===== src/rtl/mem_port_arbiter.sv =====
// Arbiter sharing one single-port memory between instruction fetch and the memory stage.
// Serves one fixed-latency access at a time; bounds memory-stage bursts so fetch cannot starve.
module mem_port_arbiter #(
    parameter int ADDR_W        = 16,
    parameter int DATA_W        = 16,
    parameter int LATENCY       = 2,
    parameter int MAX_MEM_BURST = 4
) (
    input  logic              clk_i,
    input  logic              rst_i,
    input  logic              if_req_i,
    input  logic [ADDR_W-1:0] if_addr_i,
    input  logic              flush_fetch_i,
    output logic [DATA_W-1:0] if_rdata_o,
    output logic              if_valid_o,
    input  logic              mem_req_i,
    input  logic              mem_we_i,
    input  logic [ADDR_W-1:0] mem_addr_i,
    input  logic [DATA_W-1:0] mem_wdata_i,
    output logic [DATA_W-1:0] mem_rdata_o,
    output logic              mem_valid_o,
    output logic              ram_en_o,
    output logic              ram_we_o,
    output logic [ADDR_W-1:0] ram_addr_o,
    output logic [DATA_W-1:0] ram_wdata_o,
    input  logic [DATA_W-1:0] ram_rdata_i,
    output logic              stall_fetch_o,
    output logic              stall_mem_o,
    output logic              busy_o
);

    typedef enum logic [1:0] {
        IDLE      = 2'd0,
        SERVE_IF  = 2'd1,
        SERVE_MEM = 2'd2
    } state_t;

    state_t            state_q;
    logic [3:0]        cnt_q;
    logic [3:0]        bcnt_q;
    logic              discard_q;
    logic              retire_q;
    logic              memWe_q;
    logic              ifValid_q;
    logic              memValid_q;
    logic [DATA_W-1:0] ifRdata_q;
    logic [DATA_W-1:0] memRdata_q;

    logic grantMem;
    logic grantIf;

    // The retire cycle (valid pulse) never issues: the requester still holds its old request there.
    always_comb begin
        grantMem = 1'b0;
        grantIf  = 1'b0;
        if (!rst_i && state_q == IDLE && !retire_q) begin
            if (mem_req_i && (!if_req_i || flush_fetch_i || bcnt_q < 4'(MAX_MEM_BURST))) begin
                grantMem = 1'b1;
            end else if (if_req_i && !flush_fetch_i) begin
                grantIf = 1'b1;
            end
        end
    end

    always_comb begin
        ram_en_o    = grantMem | grantIf;
        ram_we_o    = grantMem & mem_we_i;
        ram_addr_o  = '0;
        ram_wdata_o = '0;
        if (grantMem) begin
            ram_addr_o  = mem_addr_i;
            ram_wdata_o = mem_wdata_i;
        end else if (grantIf) begin
            ram_addr_o  = if_addr_i;
        end
    end

    always_ff @(posedge clk_i or posedge rst_i) begin
        if (rst_i) begin
            state_q    <= IDLE;
            cnt_q      <= '0;
            bcnt_q     <= '0;
            discard_q  <= 1'b0;
            retire_q   <= 1'b0;
            memWe_q    <= 1'b0;
            ifValid_q  <= 1'b0;
            memValid_q <= 1'b0;
            ifRdata_q  <= '0;
            memRdata_q <= '0;
        end else begin
            ifValid_q  <= 1'b0;
            memValid_q <= 1'b0;
            retire_q   <= 1'b0;
            case (state_q)
                IDLE: begin
                    discard_q <= 1'b0;
                    if (!if_req_i) begin
                        bcnt_q <= '0;
                    end
                    if (grantMem) begin
                        state_q <= SERVE_MEM;
                        cnt_q   <= 4'(LATENCY);
                        memWe_q <= mem_we_i;
                        if (if_req_i && !flush_fetch_i && bcnt_q != 4'd15) begin
                            bcnt_q <= bcnt_q + 4'd1;
                        end
                    end else if (grantIf) begin
                        state_q <= SERVE_IF;
                        cnt_q   <= 4'(LATENCY);
                        bcnt_q  <= '0;
                    end
                end
                SERVE_IF: begin
                    cnt_q <= cnt_q - 4'd1;
                    if (flush_fetch_i) begin
                        discard_q <= 1'b1;
                    end
                    // A flushed fetch still completes in the memory but must never reach the fetch stage.
                    if (cnt_q == 4'd1) begin
                        state_q   <= IDLE;
                        retire_q  <= 1'b1;
                        discard_q <= 1'b0;
                        if (!discard_q && !flush_fetch_i) begin
                            ifValid_q <= 1'b1;
                            ifRdata_q <= ram_rdata_i;
                        end
                    end
                end
                SERVE_MEM: begin
                    cnt_q <= cnt_q - 4'd1;
                    if (cnt_q == 4'd1) begin
                        state_q    <= IDLE;
                        retire_q   <= 1'b1;
                        memValid_q <= 1'b1;
                        memRdata_q <= memWe_q ? '0 : ram_rdata_i;
                    end
                end
                default: state_q <= IDLE;
            endcase
        end
    end

    assign if_valid_o    = ifValid_q;
    assign if_rdata_o    = ifRdata_q;
    assign mem_valid_o   = memValid_q;
    assign mem_rdata_o   = memRdata_q;
    assign busy_o        = (state_q != IDLE);
    assign stall_fetch_o = if_req_i & ~ifValid_q & ~flush_fetch_i;
    assign stall_mem_o   = mem_req_i & ~memValid_q;

endmodule

===== config.mk =====
export PLATFORM = sky130hd
export DESIGN_NAME = mem_port_arbiter
export DESIGN_NICKNAME = d
export VERILOG_FILES = /design/src/rtl/mem_port_arbiter.sv
export SDC_FILE = /design/constraint.sdc
export NUM_CORES = 1
export LEC_CHECK = 0
export ABC_AREA = 1
export BUFFER_PORTS_ARGS = -buffer_cell sky130_fd_sc_hd__clkbuf_2
export CAP_MARGIN = 10
export CORE_MARGIN = 2
export CORE_UTILIZATION = 48
export DETAILED_ROUTE_END_ITERATION = 8
export PLACE_DENSITY = 0.9
export SYNTH_ARGS = -nofsm -noshare
export SYNTH_HDL_FRONTEND = slang
export SYNTH_SLANG_ARGS = --single-unit

===== constraint.sdc =====
create_clock -name clk_i -period 7 [get_ports clk_i]
set_input_delay 1.05 -clock clk_i [delete_from_list [all_inputs] [get_ports clk_i]]
set_output_delay 1.05 -clock clk_i [all_outputs]
set_load 0.05 [all_outputs]

==> summary.md, run 1 <==
| Metric | Value |
|---|---|
| Fill cell count | `roughly 450` |
| DP Area | `3290 um2` |
| DRT Wirelength | `roughly 7600 um` |
| Largest net degree at the start of global routing | `50` |
| Flop pwr share | `between 20 and 30%` |
| Share of post-route cells with drive strength above 1 | `34.9%` |
| Fraction of power spent switching nets | `a little under three fifths` |
| Die Footprint | `slightly above 6000 um2` |
| Reg area | `about 1200 um2` |
| WS Path Type | `in -> out` |
| Routed wire length per instance | `between 10 and 15 um` |
| Layout Area Growth over Synthesis | `29.4%` |
| Post-synthesis sequential area ratio | `45.1%` |
| IO buf count | `140` |
| Initial antenna violation count | `0` |
| Grt ovf | `0` |
| Fin Clk Skew | `between 0.005 and 0.006 ns` |
| Syn_area_per_cell | `between 7 and 8 um2` |
| Clock share of power | `between 10% and 20%` |
| Maximum operating frequency | `~240 MHz` |
| Slew Viols, Final | `0` |
| Antenna-violating nets left | `0` |
| First-pass GRT wire length | `~12000 um` |
| Final worst path period share | `59.8%` |
| Mapped Area | `approximately 2600 um2` |
| DR iter-0 viols | `about 130` |
| Vias in the first global route | `around 2800` |
| Worst path required time | `roughly 6 ns` |
| Fin. Hold Viols | `0` |
| PostCTS Resize Cnt | `0` |
| Tot GR Track Use | `between 20% and 30%` |
| Post-CTS Setup Bufs | `0` |
| ANT cells | `0` |
| CTS tree | `yes` |
| CTS root buf | `clkbuf_8` |
| PD cells | `441 nW/um2` |
| DR DRC count | `0` |
| Synth Area in Simple Gates | `36.4%` |
| Row cnt | `26` |
| Critical hold path startpoint | `if_rdata_o[3]` |
| Clock transition at path regs | `0.08 ns` |
| Syn nets | `424` |
| Vias per cell | `around 5` |
| Starting Density | `between 50% and 60%` |
| Final setup viols | `0` |
| Multi-input gate area | `roughly 1200 um2` |
| Mux cell area share after synthesis | `0%` |
| I/O pin cnt | `approximately 140` |
| CTS Sinks | `47` |
| H-tree levels | `2` |
| Hold_buf cts | `0` |
| Hold Path End | `if_rdata_o[3]` |
| Clk_lat worst skew | `0.30 ns` |
| Comb pwr share | `between 50 and 60%` |
| Flip-flop and latch count after synthesis | `47` |
| RSZ-0062 raised after global routing | `no` |
| NetSw | `about 860 uW` |
| Pleak | `around 0.0021 uW` |
| Crit Path Max Fanout | `between 40 and 50` |
| Num CTS Buffers | `5` |
| Worst path max stage delay | `around 0.48 ns` |
| Reg2reg start | `state_q[1]` |
| Vias after detailed routing | `~2800` |
| Total negative slack | `0 ns` |
| Max Cap Viol | `0` |
| CP max-delay cell | `buf_4` |
| WHS Path Cells | `2` |
| Detailed placement HPWL | `~5700 um` |
| Adder-Cell Fraction of Synth Area | `between 2 and 3%` |
| Synth unique cells | `29` |
| Buf/Inv on CP | `5` |
| Critical path launch point type | `input port` |
| Internal power | `633 uW` |
| Placer Congestion | `~0.85` |
| Fin crit period | `between 4 and 5 ns` |
| Nets | `559` |
| Worst hold path class | `reg -> reg` |
| Complex-gate fraction of the synthesized area | `under 10%` |
| CP arrival | `approximately 3.1 ns` |
| Die width | `slightly below 80 um` |
| Crit path top cell by count | `nand2_1` |
| R2R Path End | `bcnt_q[0]` |
| Actual slew at the worst max-slew pin | `slightly below 0.6 ns` |
| Crit-path cells | `clkbuf_2 -> inv_2 -> buf_4 -> nand2_1 -> nor2_2 -> nand3_2 -> inv_2 -> nand2_1 -> nand2_1 -> clkbuf_2` |
| Status | `finished, final reports clean` |
| Die Span Y | `77.7 um` |
| Core box area | `5170 um2` |
| Pre-antenna DRT Iters | `4` |
| Fin area | `3370 um2` |
| Syn Inst Count | `~350` |
| R2R Setup Slk | `roughly 5.0 ns` |
| Peak supply drop | `around 0.36 mV` |
| Warnings from Yosys | `0` |
| Post-synthesis xor/xnor area fraction | `less than 1%` |
| Slew Limit Headroom | `around 60%` |
| CP delay by family, top | `buffers and inverters` |
| Main combinational cell family by area after synthesis | `simple AND/OR/NAND/NOR gates` |
| Worst setup EP type | `output pin` |
| Max Root-Sink Buffers | `2` |
| Reg2reg path depth | `8` |
worst max path at each step:
stage,startpoint,endpoint,slack [ns],depth (start not counted)
final,rst_i,ram_addr_o[9],2.82,10
after global routing,rst_i,ram_addr_o[8],2.50,10
after CTS,rst_i,ram_addr_o[9],2.77,10
after detailed placement,rst_i,ram_addr_o[9],2.77,10
after global placement,rst_i,ram_addr_o[14],2.85,10
after floorplan,rst_i,ram_wdata_o[0],2.61,6
power groups by stage:
stage	Clock (uW)	Sequential (uW)	Combinational (uW)
floorplan	0	746	373
global placement	0	444	856
detailed placement	0	444	881
CTS	163	444	884
global route	177	459	941
finish	162	445	880
sequential cells by signal, summed over array words and instances, names as in the netlist:
name and cells:
cnt_q 4, state_q 2, retire_q 1, memWe_q 1, if_rdata_o 16, mem_valid_o 1
bcnt_q 4, if_valid_o 1, discard_q 1, mem_rdata_o 16
synthesized netlist by cell type (all sizes together):
cell type  number  share of area, %
nand3          39               7.9
buf            10               3.6
nor3            1              0.19
or2             1              0.24
nand2         143                21
xnor2           1              0.34
inv            41               6.0
clkbuf          3              0.82
nand4           1              0.24
dfrtp          47                45
ha              6               2.9
nor2           29               6.2
a21oi           2              0.38
nand3b          1              0.29
o21ai          23               4.6
worst register-to-register path: cells and delay by family, from the launching register on:
family	cells	cell delay (ns)
fa+ha+maj	1	0.32
flops	1	0.42
simple gates	5	0.76
buf+inv	2	0.49
metrics by stage:
stage | hold WS (ns) | worst slack (ns) | power, uW | utilization, % | cells
after global placement | 0.464 | 2.85 | 1300 | 63.6 | 546
after floorplan | 0.453 | 2.61 | 1120 | - | 348
after CTS | 0.486 | 2.77 | 1490 | 65.2 | 554
after detailed placement | 0.464 | 2.77 | 1330 | 63.6 | 546
final | 0.483 | 2.82 | 1490 | 65.2 | 554
after global routing | 0.524 | 2.50 | 1580 | 65.2 | 554
layout by cell type, fill, tap and decap left out, drive strengths merged:
master    instances
o21ai            23
clkinvlp          1
ha                6
nand3b            1
dfrtp            47
xnor2             1
nand3            39
nand4             1
nand2           143
nor3              1
nor2             29
clkbuf          146
inv              41
clkinv            1
a21oi             2
buf               1
or2               1
cells by family (layout without fill, tap and decap cells):
| logic type | after synthesis | count (layout) |
|---|---|---|
| and+or+nand+nor | 215 | 215 |
| buffers and inverters | 54 | 190 |
| DFF | 47 | 47 |
| AOI/OAI and AO/OA | 25 | 25 |
| adders and majority gates | 6 | 6 |
| xor gates and xnor gates | 1 | 1 |
metal layers:
metal / share of wire (%) / global-route usage (%) / routed length, um / vias to the layer above
met5: 0 / 0 / 0 / -
met4: 1.4 / 8.75 / 107 / 0
met3: 9.1 / 7.56 / 697 / 17
met2: 52 / 47.6 / 3930 / 145
met1: 38 / 26.9 / 2890 / 1288
li1: - / - / - / 1337
area by class of cell:
class                   instances  area share [%]
clock buffers                   6            2.15
well taps                      70            2.60
flip-flops and latches         47            34.9
repair buffers                141            21.0
inverters                      41            4.63
multi-input cells             247            34.4
clock inverters                 2           0.371
Note: power is estimated with default switching activity, not from simulation.
==> run 2: changes to the inputs <==
Settings changed: CORE_UTILIZATION 48 to 45, PLACE_DENSITY 0.9 to 0.85.
Clock period 7 ns to 3.9 ns, I/O delays scaled along.
==> summary.md, run 2 (synthesis gave the netlist of run 1 again) <==
| Metric | Value |
|---|---|
| Status | `finished, final reports clean` |
| Initial antenna violation count | `0 (unchanged)` |
| DR DRC count | `0 (unchanged)` |
| Die Span Y | `80.1 um (+3.1%)` |
| Slew Viols, Final | `0 (unchanged)` |
| H-tree levels | `2 (unchanged)` |
| Maximum operating frequency | `324 MHz` |
| Slew Limit Headroom | `60.9% (+0.69 points)` |
| Commonest non-fill, non-tap cell in the layout | `clkbuf_2` |
| Peak supply drop | `0.562 mV (+55%)` |
| Worst hold path class | `in -> async` |
| Setup ws final | `0.814 ns (-2.00 ns)` |
| Crit Path Max Fanout | `21 (-57%)` |
| Fin area | `3410 um2 (+1.1%)` |
| RSZ-0062 raised after global routing | `no` |
| I/O pin cnt | `141 (unchanged)` |
| DP Area | `3290 um2 (about the same)` |
| ANT cells | `0 (unchanged)` |
| Pre-antenna DRT Iters | `4 (unchanged)` |
| Critical path launch point type | `register` |
| Num CTS Buffers | `5 (unchanged)` |
| NetSw | `1520 uW (+78%)` |
| Nets | `559 (unchanged)` |
| Vias per cell | `4.92 (-2.3%)` |
| WS Path Type | `reg -> out` |
| Die width | `80.1 um (+3.1%)` |
| Final std cells w/o fill | `556 (+0.36%)` |
| Total chip power | `2740 uW (+84%)` |
| CP arrival | `2.50 ns (-0.63 ns)` |
| Die Footprint | `6420 um2 (+6.3%)` |
| Dpl ws | `1.11 ns (-1.66 ns)` |
| Worst setup EP type | `output pin` |
| Fin Clk Skew | `0.00840 ns (+0.00241 ns)` |
| DR iter-0 viols | `92 (-31%)` |
| Flop pwr share | `29.0% (-0.9 points)` |
| Tot GR Track Use | `21.9% (-3.6 points)` |
| Fin crit period | `3.09 ns` |
| Clock share of power | `13.8% (+2.9 points)` |
| Placer Congestion | `0.828 (-2.3%)` |
| Total negative slack | `0 ns (unchanged)` |
| Starting Density | `47.1% (-3.3 points)` |
| Grt ovf | `0 (unchanged)` |
| Max Cap Viol | `0 (unchanged)` |
| First-pass GRT wire length | `10900 um (-13%)` |
| Actual slew at the worst max-slew pin | `0.587 ns (-0.0103 ns)` |
| Fraction of power spent switching nets | `55.4% (-2.0 points)` |
| Internal power | `1220 uW (+93%)` |
| Core box area | `5540 um2 (+7.1%)` |
| Layout Area Growth over Synthesis | `30.9%` |
| Placed cell count | `548 (+0.37%)` |
| PostCTS Resize Cnt | `0 (unchanged)` |
| Vias after detailed routing | `2733 (-1.9%)` |
| CTS root buf | `clkbuf_8` |
| Clock transition at path regs | `0.09 ns (about the same)` |
| Share of post-route cells with drive strength above 1 | `35.1% (+0.21 points)` |
| Antenna-violating nets left | `0 (unchanged)` |
| Vias in the first global route | `2526 (-10%)` |
| Detailed placement HPWL | `5280 um (-6.7%)` |
| CTS tree | `yes` |
| Routed wire length per instance | `12.6 um (-8.6%)` |
| Hold_buf cts | `0 (unchanged)` |
| Fill cell count | `512 (+15%)` |
| Clk_lat worst skew | `0.30 ns (about the same)` |
| Row cnt | `27 (+3.8%)` |
| Pleak | `0.00213 uW (+0.98%)` |
| Fin. Hold Viols | `0 (unchanged)` |
| Largest net degree at the start of global routing | `49 (-2.0%)` |
| Final worst path period share | `approximately four fifths` |
| IO buf count | `140 (unchanged)` |
| Most frequent cells in the layout | `clkbuf_2, nand2_1, dfrtp_1` |
| DRT Wirelength | `6990 um (-8.3%)` |
| CTS Sinks | `47 (unchanged)` |
| Post-CTS Setup Bufs | `0 (unchanged)` |
| Worst path required time | `3.31 ns (-2.64 ns)` |
| Comb pwr share | `57.2% (-2.0 points)` |
| PD cells | `803 nW/um2 (+82%)` |
| Max Root-Sink Buffers | `2 (unchanged)` |
| Final setup viols | `0 (unchanged)` |
run 2: cell types whose count changed in the layout (fill, tap and decap cells not counted), sizes merged:
| cell | previous run | this run |
|---|---|---|
| clkinv | 1 | 0 |
| clkinvlp | 1 | 0 |
| bufinv | 0 | 1 |
| inv | 41 | 42 |
run 2: power by group through the flow:
stage               Clock (uW)  Sequential, uW  Combinational, uW
global placement             0             793               1540
detailed placement           0             794               1580
finish                     378             795               1570
global route               402             816               1690
floorplan                    0            1340                669
CTS                        382             793               1580
run 2: final cells by class:
type | instances | area (um2) | area share (%)
Timing Repair Buffer | 141 | 708 | 20.7
Clock inverter | 2 | 38.8 | 1.14
Inverter | 41 | 156 | 4.58
Sequential cell | 47 | 1180 | 34.5
Multi-Input combinational cell | 247 | 1160 | 34.0
Tap cell | 72 | 90.1 | 2.64
Clock buffer | 6 | 82.6 | 2.42
run 2: final timing paths:
| check | start | end | slack [ns] | depth (start not counted) |
|---|---|---|---|---|
| max | state_q[0] | ram_addr_o[7] | 0.81 | 9 |
| min | rst_i | cnt_q[2] | 0.46 | 3 |
| max reg2reg | state_q[0] | state_q[1] | 1.90 | 8 |
| min reg2reg | if_rdata_o[0] | if_rdata_o[0] | 0.49 | 2 |
| max in group asynchronous | rst_i | mem_rdata_o[12] | 3.05 | 3 |
| min in group clk_i | if_rdata_o[0] | if_rdata_o[0] | 0.49 | 2 |
run 2: critical path, stage by stage (launching register included):
cell	delay, ns
dfrtp_1	0.42
inv_1	0.10
ha_1	0.30
nand2_1	0.10
nor2_2	0.14
nand3_2	0.31
inv_2	0.39
nand2_1	0.10
nand2_1	0.07
clkbuf_2	0.27
run 2: through the flow:
stage	util [%]	hold WS (ns)
2_1_floorplan	-	0.453
3_3_place_gp	59.4	0.463
3_5_place_dp	59.4	0.465
4_1_cts	61.6	0.472
5_1_grt	61.6	0.490
6_report	61.6	0.461
run 2: routing by layer:
layer  wire length, um  track usage, %  part of all wire [%]  up-vias
met5                 0               0                     0        -
met4                97            7.12                   1.4        0
met3               630            6.40                   9.0       12
met2              3500            39.7                    50      127
met1              2770            24.4                    40     1256
li1                  -               -                     -     1338
